**src/rtl/ads131_frame_unpacker_if.sv**
```systemverilog
// ads131_frame_unpacker_if
// Sample stream between the frame unpacker and its downstream consumer.
//   sample_valid     head entry valid (producer -> consumer)
//   sample_ready     consumer accepts the head entry (consumer -> producer)
//   sample_data      sign-extended 24-bit sample
//   sample_ch        channel index of the entry
//   sample_last      entry belongs to the last channel of a frame
//   sample_timestamp frame timestamp, only with ADS131_FRAME_TIMESTAMP_EN defined
interface ads131_frame_unpacker_if;
    logic        sample_valid;
    logic        sample_ready;
    logic [31:0] sample_data;
    logic [2:0]  sample_ch;
    logic        sample_last;
`ifdef ADS131_FRAME_TIMESTAMP_EN
    logic [31:0] sample_timestamp;
`endif

    modport master (
        input  sample_ready,
        output sample_valid, sample_data, sample_ch, sample_last
`ifdef ADS131_FRAME_TIMESTAMP_EN
        , output sample_timestamp
`endif
    );

    modport slave (
        output sample_ready,
        input  sample_valid, sample_data, sample_ch, sample_last
`ifdef ADS131_FRAME_TIMESTAMP_EN
        , input sample_timestamp
`endif
    );
endinterface

```
**src/rtl/ads131_frame_unpacker.sv**
```systemverilog
// ads131_frame_unpacker
// Splits ADS131A0x data-read frames (status word + NUM_CH channel words) received from the
// SPI master into a status response and sign-extended, channel-tagged samples held in a
// first-word-fall-through FIFO.
// Ports:
//   system_clock, reset   clock and synchronous active-high reset
//   frame_start           pulse at CS assertion of a data-read frame
//   word_valid, word_data received 32-bit MISO word (ADC data in [31:8])
//   smp                   sample stream (master side of ads131_frame_unpacker_if)
//   status_word/_valid    last status response and its one-cycle update pulse
//   frame_error           sticky framing error (stray word or short frame)
//   overflow_count        saturating count of samples dropped on a full FIFO
//   fifo_level            current FIFO occupancy
// Optional feature: define ADS131_FRAME_TIMESTAMP_EN to tag each entry with the value of a
// free-running cycle counter latched at frame_start (smp.sample_timestamp).
module ads131_frame_unpacker #(
    parameter int unsigned NUM_CH     = 4,
    parameter int unsigned FIFO_DEPTH = 16,
    parameter int unsigned LEVEL_W    = 9
) (
    input  logic                     system_clock,
    input  logic                     reset,
    input  logic                     frame_start,
    input  logic                     word_valid,
    input  logic [31:0]              word_data,
    ads131_frame_unpacker_if.master  smp,
    output logic [15:0]              status_word,
    output logic                     status_valid,
    output logic                     frame_error,
    output logic [15:0]              overflow_count,
    output logic [LEVEL_W-1:0]       fifo_level
);

    localparam int unsigned PtrW = $clog2(FIFO_DEPTH);
`ifdef ADS131_FRAME_TIMESTAMP_EN
    localparam int unsigned EntryW = 68;
`else
    localparam int unsigned EntryW = 36;
`endif

    typedef enum logic [1:0] {StIdle, StStatus, StChannel} state_e;

    state_e              state_q, state_d;
    logic [2:0]          ch_q, ch_d;
    logic                push, capture, set_err, last_ch;
    logic [EntryW-1:0]   push_entry;
    logic [31:0]         sample_sext;

    logic [EntryW-1:0]   mem_q [FIFO_DEPTH];
    logic [PtrW-1:0]     rd_q, wr_q;
    logic [LEVEL_W-1:0]  count_q;
    logic [15:0]         ovf_q;
    logic [15:0]         status_word_q;
    logic                status_valid_q, frame_error_q;
    logic                empty, full, pop, wr_en, drop;
    logic [EntryW-1:0]   head;

    // Low byte of each word carries no ADC data.
    logic unused_word_low;
    assign unused_word_low = ^word_data[7:0];

    assign last_ch     = (ch_q == 3'(NUM_CH - 1));
    assign sample_sext = {{8{word_data[31]}}, word_data[31:8]};

`ifdef ADS131_FRAME_TIMESTAMP_EN
    logic [31:0] ts_cnt_q, frame_ts_q;

    always_ff @(posedge system_clock) begin
        if (reset) begin
            ts_cnt_q   <= '0;
            frame_ts_q <= '0;
        end else begin
            ts_cnt_q <= ts_cnt_q + 32'd1;
            if (frame_start) frame_ts_q <= ts_cnt_q;
        end
    end

    assign push_entry = {frame_ts_q, last_ch, ch_q, sample_sext};
`else
    assign push_entry = {last_ch, ch_q, sample_sext};
`endif

    // Frame parser. frame_start always wins: it restarts the frame, and a word arriving in the
    // same cycle is the new frame's status word.
    always_comb begin
        state_d = state_q;
        ch_d    = ch_q;
        push    = 1'b0;
        capture = 1'b0;
        set_err = 1'b0;
        if (frame_start) begin
            set_err = (state_q != StIdle);
            if (word_valid) begin
                capture = 1'b1;
                ch_d    = '0;
                state_d = StChannel;
            end else begin
                state_d = StStatus;
            end
        end else if (word_valid) begin
            unique case (state_q)
                StIdle:   set_err = 1'b1;
                StStatus: begin
                    capture = 1'b1;
                    ch_d    = '0;
                    state_d = StChannel;
                end
                StChannel: begin
                    push = 1'b1;
                    if (last_ch) state_d = StIdle;
                    else         ch_d    = ch_q + 3'd1;
                end
                default:  state_d = StIdle;
            endcase
        end
    end

    assign empty = (count_q == '0);
    assign full  = (count_q == LEVEL_W'(FIFO_DEPTH));
    assign pop   = !empty && smp.sample_ready;
    // A pop frees a slot in the same cycle, so a full FIFO still accepts a push alongside it.
    assign wr_en = push && (!full || pop);
    assign drop  = push && full && !pop;

    always_ff @(posedge system_clock) begin
        if (reset) begin
            state_q        <= StIdle;
            ch_q           <= '0;
            rd_q           <= '0;
            wr_q           <= '0;
            count_q        <= '0;
            ovf_q          <= '0;
            status_word_q  <= '0;
            status_valid_q <= 1'b0;
            frame_error_q  <= 1'b0;
        end else begin
            state_q        <= state_d;
            ch_q           <= ch_d;
            status_valid_q <= capture;
            if (capture) status_word_q <= word_data[31:16];
            if (set_err) frame_error_q <= 1'b1;
            if (wr_en)   wr_q <= wr_q + PtrW'(1);
            if (pop)     rd_q <= rd_q + PtrW'(1);
            if (wr_en && !pop)      count_q <= count_q + LEVEL_W'(1);
            else if (!wr_en && pop) count_q <= count_q - LEVEL_W'(1);
            if (drop && ovf_q != 16'hFFFF) ovf_q <= ovf_q + 16'd1;
        end
    end

    // Storage needs no reset: outputs are gated by the occupancy count.
    always_ff @(posedge system_clock) begin
        if (wr_en) mem_q[wr_q] <= push_entry;
    end

    assign head = mem_q[rd_q];

    always_comb begin
        smp.sample_valid = !empty;
        smp.sample_data  = empty ? 32'd0 : head[31:0];
        smp.sample_ch    = empty ? 3'd0  : head[34:32];
        smp.sample_last  = empty ? 1'b0  : head[35];
`ifdef ADS131_FRAME_TIMESTAMP_EN
        smp.sample_timestamp = empty ? 32'd0 : head[67:36];
`endif
    end

    assign status_word    = status_word_q;
    assign status_valid   = status_valid_q;
    assign frame_error    = frame_error_q;
    assign overflow_count = ovf_q;
    assign fifo_level     = count_q;

endmodule
```
**src/flat_wrapper.sv**
```systemverilog
// flat-port wrapper written by rule: the top's interface ports become plain ports
module ads131_frame_unpacker_flat 
#(
    parameter int unsigned NUM_CH     = 4,
    parameter int unsigned FIFO_DEPTH = 16,
    parameter int unsigned LEVEL_W    = 9
)
  (system_clock, reset, frame_start, word_valid, word_data, status_word, status_valid, frame_error, overflow_count, fifo_level, smp_sample_ready, smp_sample_valid, smp_sample_data, smp_sample_ch, smp_sample_last);
  ads131_frame_unpacker_if smp_i ();
  input  logic system_clock;
  input  logic reset;
  input  logic frame_start;
  input  logic word_valid;
  input  logic [31:0] word_data;
  output logic [15:0] status_word;
  output logic status_valid;
  output logic frame_error;
  output logic [15:0] overflow_count;
  output logic [LEVEL_W-1:0] fifo_level;
  input wire logic [$bits(smp_i.sample_ready)-1:0] smp_sample_ready;
  output wire logic [$bits(smp_i.sample_valid)-1:0] smp_sample_valid;
  output wire logic [$bits(smp_i.sample_data)-1:0] smp_sample_data;
  output wire logic [$bits(smp_i.sample_ch)-1:0] smp_sample_ch;
  output wire logic [$bits(smp_i.sample_last)-1:0] smp_sample_last;
  assign smp_i.sample_ready = smp_sample_ready;
  assign smp_sample_valid = smp_i.sample_valid;
  assign smp_sample_data = smp_i.sample_data;
  assign smp_sample_ch = smp_i.sample_ch;
  assign smp_sample_last = smp_i.sample_last;
  ads131_frame_unpacker #(.NUM_CH(NUM_CH), .FIFO_DEPTH(FIFO_DEPTH), .LEVEL_W(LEVEL_W)) u_core (.system_clock(system_clock), .reset(reset), .frame_start(frame_start), .word_valid(word_valid), .word_data(word_data), .smp(smp_i), .status_word(status_word), .status_valid(status_valid), .frame_error(frame_error), .overflow_count(overflow_count), .fifo_level(fifo_level));
endmodule
```
**config.mk**
```make
export PLATFORM = sky130hd
export DESIGN_NAME = ads131_frame_unpacker_flat
export DESIGN_NICKNAME = d
export VERILOG_FILES = /design/src/rtl/ads131_frame_unpacker_if.sv /design/src/rtl/ads131_frame_unpacker.sv /design/src/flat_wrapper.sv
export SDC_FILE = /design/constraint.sdc
export NUM_CORES = 1
export LEC_CHECK = 0
export CAP_MARGIN = 20
export CORE_UTILIZATION = 55
export CTS_BUF_LIST = sky130_fd_sc_hd__clkbuf_8
export DETAILED_ROUTE_END_ITERATION = 10
export GPL_TIMING_DRIVEN = 1
export HOLD_SLACK_MARGIN = 0.06
export PLACE_DENSITY_LB_ADDON = 0.2
export SLEW_MARGIN = 20
export SYNTH_ARGS = -nofsm -noshare
export SYNTH_HDL_FRONTEND = slang
export SYNTH_SLANG_ARGS = --single-unit
```
**constraint.sdc**
```tcl
create_clock -name system_clock -period 5.75 [get_ports system_clock]
set_input_delay 0.8625 -clock system_clock [delete_from_list [all_inputs] [get_ports system_clock]]
set_output_delay 0.8625 -clock system_clock [all_outputs]
set_load 0.01 [all_outputs]
```
# [Yosys cells after proc, flatten, opt, wreduce, memory -nomap -nowiden]
# Memory sizes are Yosys's and may differ from the RTL's. A register that Yosys moved wholly into a read port is not among the register bits.
# Cells that the tools add are included.
[op_classes] add_sub_neg=6 eq_ne=8 mux=29 n_reduce_logical=20
[op_table] cell="$mux W32" n=1
[op_table] cell="$mux W9" n=2
[op_table] cell="$add A16 B1 Y16 const B" n=1
[op_table] cell="$ne A16 B16 Y1 const B" n=1
[op_table] cell="$mux W3" n=5
[op_table] cell="$mux W1" n=13
[op_table] cell="$add A9 B1 Y9 const B" n=1
[op_table] cell="$eq A9 B5 Y1 const B" n=1
[op_table] cell="$logic_not A9 Y1" n=1
[op_table] cell="$sub A9 B1 Y9 const B" n=1
[op_table] cell="$add A4 B1 Y4 const B" n=2
[op_table] cell="$mux W2" n=4
[op_table] cell="$mux W4" n=2
[op_table] cell="$logic_and A1 B1 Y1" n=7
[op_table] cell="$pmux W2 S3" n=1
[op_table] cell="$pmux W3 S2" n=1
[op_table] cell="$reduce_and A3 Y1" n=2
[op_table] cell="$reduce_bool A2 Y1" n=3
[op_table] cell="$logic_not A1 Y1" n=4
[op_table] cell="$add A3 B1 Y3 const B" n=1
[op_table] cell="$eq A3 B2 Y1 const B" n=1
[op_table] cell="$ne A3 B2 Y1 const B" n=1
[op_table] cell="$ne A3 B3 Y1 const B" n=1
[op_table] cell="$reduce_bool A3 Y1" n=1
[op_table] cell="other kinds (5)" n=5
[word_totals] reg_bits=56 ram_bits=576 inputBits=37 output_inout_bits=80 elab_cells=73 mem_count=1
[memory_table] name="u_core.mem_q" depth=16 word_bits=36 rd=1 rd_clocked_by_memory_dff=1 wr=1 line="ads131_frame_unpacker.sv:49" rtl="logic [EntryW-1:0] mem_q [FIFO_DEPTH];"

# [Longest topological paths before layout]
# Gate-level depths: netlist (run 1).
[depth] word_depth=9 depth_mapped=11 mapped_depth_nobuf=11

# [Worst setup path after synthesis (run 1)]
# OpenSTA, ideal clock, no wires.
[synth_timing] kind="input port to flip-flop" start="input port word_valid" end="memory u_core.mem_q[3][0] (enable)" arrival_ps=3869 required_ps=5302 slack_ps=1434 cell_stages=5 path_buffers=1 path_cell_list="clkbuf_1 -> nand4bb_1 -> a31oi_1 -> nand2_1 -> nor3_1"
[synth_between] elab_chain_cells=5
[synth_rtl] item="start, declared" line="flat_wrapper.sv:13" rtl="input logic word_valid;"
[synth_rtl] item="$mux W1" line="ads131_frame_unpacker.sv:100" rtl="end else if (word_valid) begin"
[synth_rtl] item="$mux W1" line="ads131_frame_unpacker.sv:91" rtl="if (frame_start) begin"
[synth_rtl] item="$logic_and A1 B1 Y1" line="ads131_frame_unpacker.sv:122" rtl="assign wr_en = push && (!full || pop);"
[synth_rtl] item="net u_core.wr_en" line="ads131_frame_unpacker.sv:55" rtl="logic empty, full, pop, wr_en, drop;"
[synth_rtl] item="$mux W1" line="ads131_frame_unpacker.sv:152" rtl="if (wr_en) mem_q[wr_q] <= push_entry;"
[synth_rtl] item="$mux W1 (implied by the code)" line="ads131_frame_unpacker.sv:152"
[synth_rtl] item="end, declared" line="ads131_frame_unpacker.sv:49"
# The timed path passes the listed nets, and every way through them passes these cells.

==> metrics.yaml, run 1 <==
status: "finished with violations"
violations: "DRC"
vias_per_cell: 5.94
grt_usage: 0.232
grt_pass1_vias: 10442
worstPathMaxFanout: 33
slew_violations: 0
synth_seq_cells: 508
syn_avg_cell_area_um2: 20.0
timing.setup.tns_ns: 0
syn_inst: 1001
dpl.hpwl_mm: 23.0
clkLatencyLatePin_ns: 0.62
yosys.area_share.adder: 0.0110
firstDrtPassIters: 8
ys_async_sr_fraction: 0
synth_compound_area_frac: 0.0175
arrival_ns: 3.67
synth.area.mux_share: 0.170
cp_data_required_time_ns: 4.89
io_buffers: 108
fin_crit_sh: 0.788
vias: 10067
rows: 69
ant_nets: 0
globalplace.congestion: 0.835
dpl_worst_slack_ns: 1.24
seq_area_frac_synth: 0.733
final_cells: 1694
grt_pass1_wl_mm: 61.9
finClkSkew_ns: 0.0276
synth-edff-count: 448
timing.reg2reg.setup_slack_ns: 2.19
start_util: 0.561
cts_tree: "yes"
finalPower_uw: 9380
die_x_um: 193
drtIter0Drc: 948
synth_xor_area_frac: 0.00482
use_met3: 0.0475
rsz0062_at_grt: "no"
dpl.cell_count: 1544
clock_path_buffers: 3
synth_top_area_cell: "edfxtp_1"
yosys_most_used_dff: "edfxtp_1"
final-setup-viol-count: 0
regToRegStartpoint: "u_core.fifo_level[0]"
synth_top_family_by_area: "multiplexers"
fillers: 2366
final_nets: 1220
finalWirelength_mm: 41.5
die_area_um2: 37100
synth_cell_types: 50
hold_class: "register to register"
numCtsBuffers: 81
fin_ws_ns: 1.22
area_growth_pct: 16.6
syn_area_um2: 20000
synth_warnings: 0
clockRootBuffer: "clkbuf_8"
cts_setup_buffers: 0
die_h_um: 193
crit_type: "register to output pin"
cts_resized: 0
fmaxAchievable_mhz: 221
p_leak_uw: 0.00753
worst-r2r-cell-count: 11
whs_ns: 0.485
synth_area_leaders: "edfxtp_1 67%, mux4_2 16%, dfxtp_1 6.0%"
coreArea_um2: 35700
ir_drop_mv: 0.338
cts.sinks: 508
final_common_cell: "edfxtp_1"
syn_nets: 1055
min_period_ns: 4.53
final_layout_size_suffix_gt1_frac: 0.245
use_met2: 0.376
wire_per_inst_um: 24.5
io_pins: 117
overflow: 0
pwr_density_cell_nw_per_um2: 402
maxCapViolCount: 0
hold_violations: 0
antenna_found_initial: 0
cts_hold_buf: 0
critPathCapture: "smp_sample_data[23]"
drc: 8
grt_max_degree: 67
yosys.area_share.simple: 0.0481
worstReg2RegEnd: "u_core.fifo_level[8]"
slew_headroom: 0.278
worstMarginPinSlew_ns: 1.08
layout_common_cells: "448 x edfxtp_1, 140 x mux4_2, 107 x clkdlybuf4s50_1"
met1_usage: 0.318
worstSetupStartpointType: "register"
antenna_cells: 0
cts_max_level: 3
synth.top_cell.area_share: 0.673
top_usage_layer: "met2"
cts.clk_slew.worst_paths_ns: 0.06
critPathCaptureType: "output pin"
synthesized netlist by cell type, types with 2 or more instances:
cell type	count
edfxtp_1	448
mux4_2	140
nor2_1	64
dfxtp_1	60
clkbuf_1	30
and2_1	28
mux2i_1	21
a21oi_1	19
ha_1	16
nand2_1	15
buf_2	14
inv_1	11
nand3_1	11
nor3_1	10
o21ai_0	10
buf_4	8
nand4_1	7
xor2_1	7
a211oi_1	6
nor2b_1	6
o31ai_1	6
or4_1	6
buf_1	4
nand2b_1	4
nor4_1	4
or3_1	4
xnor2_1	4
mux2_2	3
nand3b_1	3
nor3b_1	3
nor4_4	3
o21a_1	3
a21o_1	2
a31oi_1	2
and3_1	2
and4_1	2
buf_6	2
kinds of logic after synthesis:
| kind of cell | count (synthesis) |
|---|---|
| flops | 508 |
| compound gates | 56 |
| simple gates | 176 |
| fa+ha+maj | 17 |
| xor+xnor | 11 |
| buf+inv | 69 |
| mux | 164 |
cell type report:
cell class | count | area [um2] | share of cell area
Multi-Input combinational cell | 424 | 5140 | 0.220
Tap cell | 461 | 577 | 0.0247
Clock inverter | 62 | 350 | 0.0150
Timing Repair Buffer | 140 | 1340 | 0.0575
Clock buffer | 88 | 1210 | 0.0519
Inverter | 11 | 41.3 | 0.00177
Sequential cell | 508 | 14700 | 0.629
worst min path at each step:
stage	startpoint	to	cells past startpoint
after global placement	u_core.frame_error	u_core.frame_error	2
after floorplan	u_core.rd_q[3]	register	2
after CTS	u_core.rd_q[1]	register	2
final	u_core.rd_q[1]	register	2
after global routing	u_core.status_word[6]	u_core.status_word[6]	2
after detailed placement	u_core.frame_error	u_core.frame_error	2
per-stage QoR:
stage | instance area, um2 | utilization
6_report | 23300 | 0.654
5_1_grt | 23300 | 0.654
4_1_cts | 23300 | 0.654
3_5_place_dp | 21800 | 0.610
3_3_place_gp | 21800 | 0.610
2_1_floorplan | 20000 | -
per-layer routing:
metal,routed length [um],up-vias,share of wire
met5,0,-,0
met4,770,0,0.019
met3,2380,66,0.057
met2,20600,337,0.50
met1,17700,5231,0.43
li1,-,4433,-
worst max-delay path, stage by stage, from the launching register on:
cell,delay (ns)
dfxtp_4,0.78
buf_4,0.39
mux4_2,0.55
mux4_2,0.51
and2_1,0.26
clkdlybuf4s50_1,0.53
registers in the layout (all words and copies together) (netlist names), 2 cells and up, named ones only:
| name | flops |
|---|---|
| u_core.state_q | 2 |
| u_core.ch_q | 3 |
| u_core.fifo_level | 9 |
| u_core.rd_q | 4 |
| u_core.overflow_count | 16 |
| u_core.wr_q | 4 |
| u_core.mem_q | 448 |
| u_core.status_word | 16 |
where the power goes:
group / switching (uW) / internal [uW] / leakage (uW)
Combinational: 925 / 1280 / 0.00207
Clock: 1350 / 1590 / 0.000933
Sequential: 178 / 4060 / 0.00453
Total: 2450 / 6920 / 0.00753
No activity file was read; power rests on OpenSTA's default activity.
==> run 2: changes to the inputs <==
Clock period 5.75 ns to 3.85 ns, I/O delays scaled along.
==> metrics.yaml, run 2 (synthesis gave the netlist of run 1 again) <==
status: "finished with violations"  # unchanged
violations: "DRC"  # unchanged
grt_max_degree: 52  # was 67
grt_usage: 0.236  # was 0.232
worstHoldPathCells: 2  # unchanged
ir_drop_mv: 0.453  # was 0.338 mV
switching_share: 0.258  # was 0.262
worstPathMaxFanout: 45  # was 33
final_area_um2: 23600  # was 23300 um2
largest_reg_flops: 448  # unchanged
globalplace.congestion: 0.855  # was 0.835
ant_nets: 0  # unchanged
regToRegStartpoint: "u_core.fifo_level[0]"  # unchanged
area_growth_pct: 17.9  # was 16.6%
min_period_ns: 3.71
finClkSkew_ns: 0.0138  # was 0.0276 ns
overflow: 0  # unchanged
timing.setup.tns_ns: 0  # unchanged
hold_violations: 0  # unchanged
internal-power_uw: 10500  # was 6920 uW
final_nets: 1234  # was 1220
cts_max_level: 3  # unchanged
slew_headroom: 0.313  # was 0.278
grt_pass1_wl_mm: 63.2  # was 61.9 mm
power.share.sequential: 0.438  # was 0.452
wire_per_inst_um: 24.4  # was 24.5 um
coreArea_um2: 35700  # unchanged
p_leak_uw: 0.00765  # was 0.00753 uW
worst-r2r-cell-count: 10  # was 11
fmaxAchievable_mhz: 269
antenna_cells: 0  # unchanged
timing.reg2reg.setup_slack_ns: 0.64  # was 2.19 ns
pwr-share-clk: 0.317  # was 0.313
slew_violations: 0  # unchanged
final-setup-viol-count: 0  # unchanged
dpl-instance-area_um2: 22000  # was 21800 um2
worstMarginPinSlew_ns: 1.03  # was 1.08 ns
p_sw_uw: 3640  # was 2450 uW
min_from: "u_core.rd_q[3]"  # was u_core.rd_q[1]
critPathCaptureType: "output pin"  # unchanged
cts_tree: "yes"  # unchanged
clockRootBuffer: "clkbuf_8"  # unchanged
worstReg2RegEnd: "u_core.fifo_level[8]"  # unchanged
start_util: 0.561  # unchanged
numCtsBuffers: 81  # unchanged
vias: 10180  # was 10067
io_buffers: 108  # unchanged
finalWirelength_mm: 41.7  # was 41.5 mm
worstSetupStartpointType: "register"  # unchanged
cts.sinks: 508  # unchanged
dpl.hpwl_mm: 23.8  # was 23.0 mm
rsz0062_at_grt: "no"  # unchanged
die_h_um: 193  # unchanged
rows: 69  # unchanged
firstDrtPassIters: 10  # was 8
die_x_um: 193  # unchanged
arrival_ns: 3.14  # was 3.67 ns
maxCapViolCount: 0  # unchanged
final_core_util: 0.662  # was 0.654
pwr_density_cell_nw_per_um2: 599  # was 402 nW/um2
cts.clk_slew.worst_paths_ns: 0.06  # about the same
fin_crit_sh: 0.964
die_area_um2: 37100  # unchanged
cts_hold_buf: 0  # unchanged
antenna_found_initial: 0  # unchanged
final_common_cell: "edfxtp_1"  # unchanged
final_layout_size_suffix_gt1_frac: 0.258  # was 0.245
cp_data_required_time_ns: 3.27  # was 4.89 ns
drc: 4  # was 8
regMostFlops: "u_core.mem_q"  # unchanged
crit_type: "register to output pin"  # unchanged
layout_common_cells: "448 x edfxtp_1, 140 x mux4_2, 104 x clkdlybuf4s50_1"  # was 448 x edfxtp_1, 140 x mux4_2, 107 x clkdlybuf4s50_1
clock_path_buffers: 3  # unchanged
hold_class: "register to register"  # unchanged
pwr-share-comb: 0.245  # was 0.235
io_pins: 117  # unchanged
vias_per_cell: 5.97  # was 5.94
drtIter0Drc: 829  # was 948
clkLatencyLatePin_ns: 0.60  # was 0.62 ns
grt_pass1_vias: 10362  # was 10442
fillers: 2369  # was 2366
run 2: cell count changes in the layout (fill, tap and decap cells not counted), sizes merged:
cell | previous run | this run
clkinv | 21 | 12
buf | 33 | 47
clkdlybuf4s50 | 107 | 104
dlymetal6s2s | 0 | 3
clkinvlp | 0 | 2
clkbuf | 88 | 97
bufinv | 4 | 3
inv | 48 | 45
run 2: power groups by stage:
stage	clock [uW]	sequential, uW	combinational, uW
global placement	0	6300	3470
detailed placement	0	6300	3510
global route	4820	6200	3740
finish	4480	6190	3450
CTS	4580	6190	3520
floorplan	0	6250	2360
run 2: area by class of cell:
class	instances	area [um2]	area share
clock buffer	97	1340	0.0566
inverter	11	41.3	0.00175
multi-input combinational	424	5160	0.219
tap	461	577	0.0245
timing repair buffer	154	1520	0.0646
sequential	508	14700	0.622
clock inverter	51	284	0.0120
run 2: metrics by stage:
step | total power [uW] | setup slack (ns) | hold slack [ns] | std cells
after floorplan | 8620 | 0.544 | 0.459 | 1001
after global placement | 9770 | 0.266 | 0.471 | 1558
after detailed placement | 9810 | 0.106 | 0.475 | 1558
after CTS | 14300 | 0.0428 | 0.491 | 1706
after global routing | 14800 | 0.0000351 | 0.517 | 1706
final | 14100 | 0.137 | 0.491 | 1706
run 2: worst max-delay path by stage:
stage	start	to	slack (ns)	cells past startpoint
2_1_floorplan	word_valid	u_core.fifo_level[8]	0.54	10
6_report	register	smp_sample_data[5]	0.14	5
3_3_place_gp	word_valid	u_core.fifo_level[8]	0.27	10
3_5_place_dp	word_valid	u_core.fifo_level[8]	0.11	10
4_1_cts	register	smp_sample_data[25]	0.04	5
5_1_grt	register	smp_sample_data[26]	0.00004	5
run 2: what timing repair did:
item                                    4_1_cts  5_1_grt
resized for setup                             0        4
setup buffers                                 0        0
endpoints found under the setup margin        0        9
run 2: worst max-delay path, cell delays in order (launching register included):
cell and delay [ns]:
dfxtp_4 0.41, buf_12 0.33, mux4_2 0.59, mux4_2 0.51, and2_1 0.17, clkdlybuf4s50_1 0.47
run 2: routing by layer:
layer	global-route usage	up-vias	routed length, um
met2	0.389	334	21300
met5	0.0124	-	0
met3	0.0418	56	2460
met4	0.0687	0	624
li1	-	4461	-
met1	0.325	5329	17300
==> run 3: changes to the inputs <==
Settings changed: CORE_UTILIZATION 55 to 30.
==> metrics.yaml, run 3 (synthesis gave the netlist of run 1 again) <==
status: "finished, final reports clean"  # was finished with violations
worstPathMaxFanout: 24  # was 45
rows: 94  # was 69
overflow: 0  # unchanged
layout_common_cells: "448 x edfxtp_1, 140 x mux4_2, 96 x clkbuf_8"  # was 448 x edfxtp_1, 140 x mux4_2, 104 x clkdlybuf4s50_1
start_util: 0.304  # was 0.561
firstDrtPassIters: 4  # was 10
hold_violations: 0  # unchanged
largest_reg_flops: 448  # unchanged
regToRegStartpoint: "u_core.fifo_level[0]"  # unchanged
antenna_found_initial: 1  # was 0
die_h_um: 260  # was 193 um
min_period_ns: 3.73  # was 3.71 ns
crit_chain: "buf_12 -> buf_16 -> mux4_2 -> mux4_2 -> and2_1 -> clkdlybuf4s50_1"  # was buf_12 -> mux4_2 -> mux4_2 -> and2_1 -> clkdlybuf4s50_1
cts_hold_buf: 0  # unchanged
die_x_um: 260  # was 193 um
crit_type: "register to output pin"  # unchanged
pwr_density_cell_nw_per_um2: 596  # was 599 nW/um2
grt_pass1_wl_mm: 71.6  # was 63.2 mm
finalWirelength_mm: 48.4  # was 41.7 mm
critPathCaptureType: "output pin"  # unchanged
coreArea_um2: 65900  # was 35700 um2
clkLatencyLatePin_ns: 0.69  # was 0.60 ns
slowest_delay_ns: 0.53  # was 0.59 ns
finClkSkew_ns: 0.0634  # was 0.0138 ns
critical_path.top_delay_family: "multiplexers"  # unchanged
die_area_um2: 67700  # was 37100 um2
vias_per_cell: 4.74  # was 5.97
antenna_cells: 0  # unchanged
area_growth_pct: 21.8  # was 17.9%
worstSetupStartpointType: "register"  # unchanged
final-setup-viol-count: 0  # unchanged
numCtsBuffers: 90  # was 81
timing.setup.tns_ns: 0  # unchanged
final_core_util: 0.370  # was 0.662
vias: 10121  # was 10180
regMostFlops: "u_core.mem_q"  # unchanged
clock_path_buffers: 3  # unchanged
cts.clk_slew.worst_paths_ns: 0.06  # about the same
maxCapViolCount: 0  # unchanged
final_nets: 1260  # was 1234
fillers: 6065  # was 2369
fmaxAchievable_mhz: 268  # was 269 MHz
dpl.hpwl_mm: 27.4  # was 23.8 mm
ir_drop_mv: 0.370  # was 0.453 mV
crit_buf_inv: 3  # was 2
p_leak_uw: 0.00784  # was 0.00765 uW
grt_pass1_vias: 10877  # was 10362
cts.sinks: 508  # unchanged
cp_common_cell: "mux4_2"  # unchanged
arrival_ns: 3.15  # was 3.14 ns
wire_per_inst_um: 22.7  # was 24.4 um
io_buffers: 108  # unchanged
grt_usage: 0.146  # was 0.236
grt_max_degree: 46  # was 52
slew_headroom: 0.369  # was 0.313
cp_slowest_cell: "mux4_2"  # unchanged
cp_data_required_time_ns: 3.27  # about the same
hold_class: "register to register"  # unchanged
drc: 0  # was 4
clockRootBuffer: "clkbuf_8"  # unchanged
slew_violations: 0  # unchanged
cts_max_level: 3  # unchanged
min_from: "u_core.rd_q[3]"  # unchanged
final_common_cell: "edfxtp_1"  # unchanged
ant_nets: 0  # unchanged
drtIter0Drc: 558  # was 829
fin_crit_sh: 0.968  # was 0.964
cts_tree: "yes"  # unchanged
final_layout_size_suffix_gt1_frac: 0.272  # was 0.258
globalplace.congestion: 0.724  # was 0.855
io_pins: 117  # unchanged
worstMarginPinSlew_ns: 0.947  # was 1.03 ns
==> run 3: worst paths after layout <==
path / slack, ns / to / cells after the start
max: 0.12 / smp_sample_data[0] / 6
min: 0.48 / register / 2
max reg2reg: 0.61 / u_core.fifo_level[8] / 10
min reg2reg: 0.48 / register / 2
==> run 3: timing repair <==
| action | in CTS | in global routing |
|---|---|---|
| setup buffers | 7 | 2 |
| endpoints found under the hold margin | 0 | 0 |
| pin swaps | 0 | 0 |
| endpoints found under the setup margin | 31 | 27 |
| resized for setup | 14 | 8 |
| gates cloned | 2 | 0 |
==> run 3: through the flow <==
stage | setup slack (ns) | hold slack [ns] | total power, uW | instance area, um2 | cells
floorplan | 0.544 | 0.459 | 8620 | 20000 | 1001
global placement | 0.298 | 0.473 | 9980 | 22500 | 1967
detailed placement | 0.203 | 0.485 | 9980 | 22500 | 1967
CTS | -0.0708 | 0.498 | 14800 | 24300 | 2131
global route | -0.00191 | 0.514 | 15200 | 24400 | 2133
finish | 0.122 | 0.484 | 14500 | 24400 | 2133
==> run 3: area by class of cell <==
cell class              instances  area [um2]  area share
repair buffers                171        1790      0.0734
clock buffers                  96        1320      0.0543
inverters                      11        41.3     0.00170
well taps                     864        1080      0.0444
flip-flops and latches        508       14700       0.602
clock inverters                59         295      0.0121
multi-input cells             424        5160       0.212
==> run 3: power by group <==
part,internal [uW],switching [uW],total [uW]
combinational,2140,1650,3790
sequential,6060,137,6200
clock,2310,2210,4520
total,10500,4000,14500
==> run 3: tightest hold or removal path: stages, from the launching register on <==
cell	delay, ns
dfxtp_1	0.30
o21ai_0	0.06
a21oi_1	0.07
==> run 3: per-layer routing <==
metal,up-vias,GRT usage,routed length (um)
li1,4519,-,-
met1,5309,0.195,21900
met2,219,0.234,23300
met3,74,0.0368,2330
met4,0,0.0429,951
met5,-,0,0
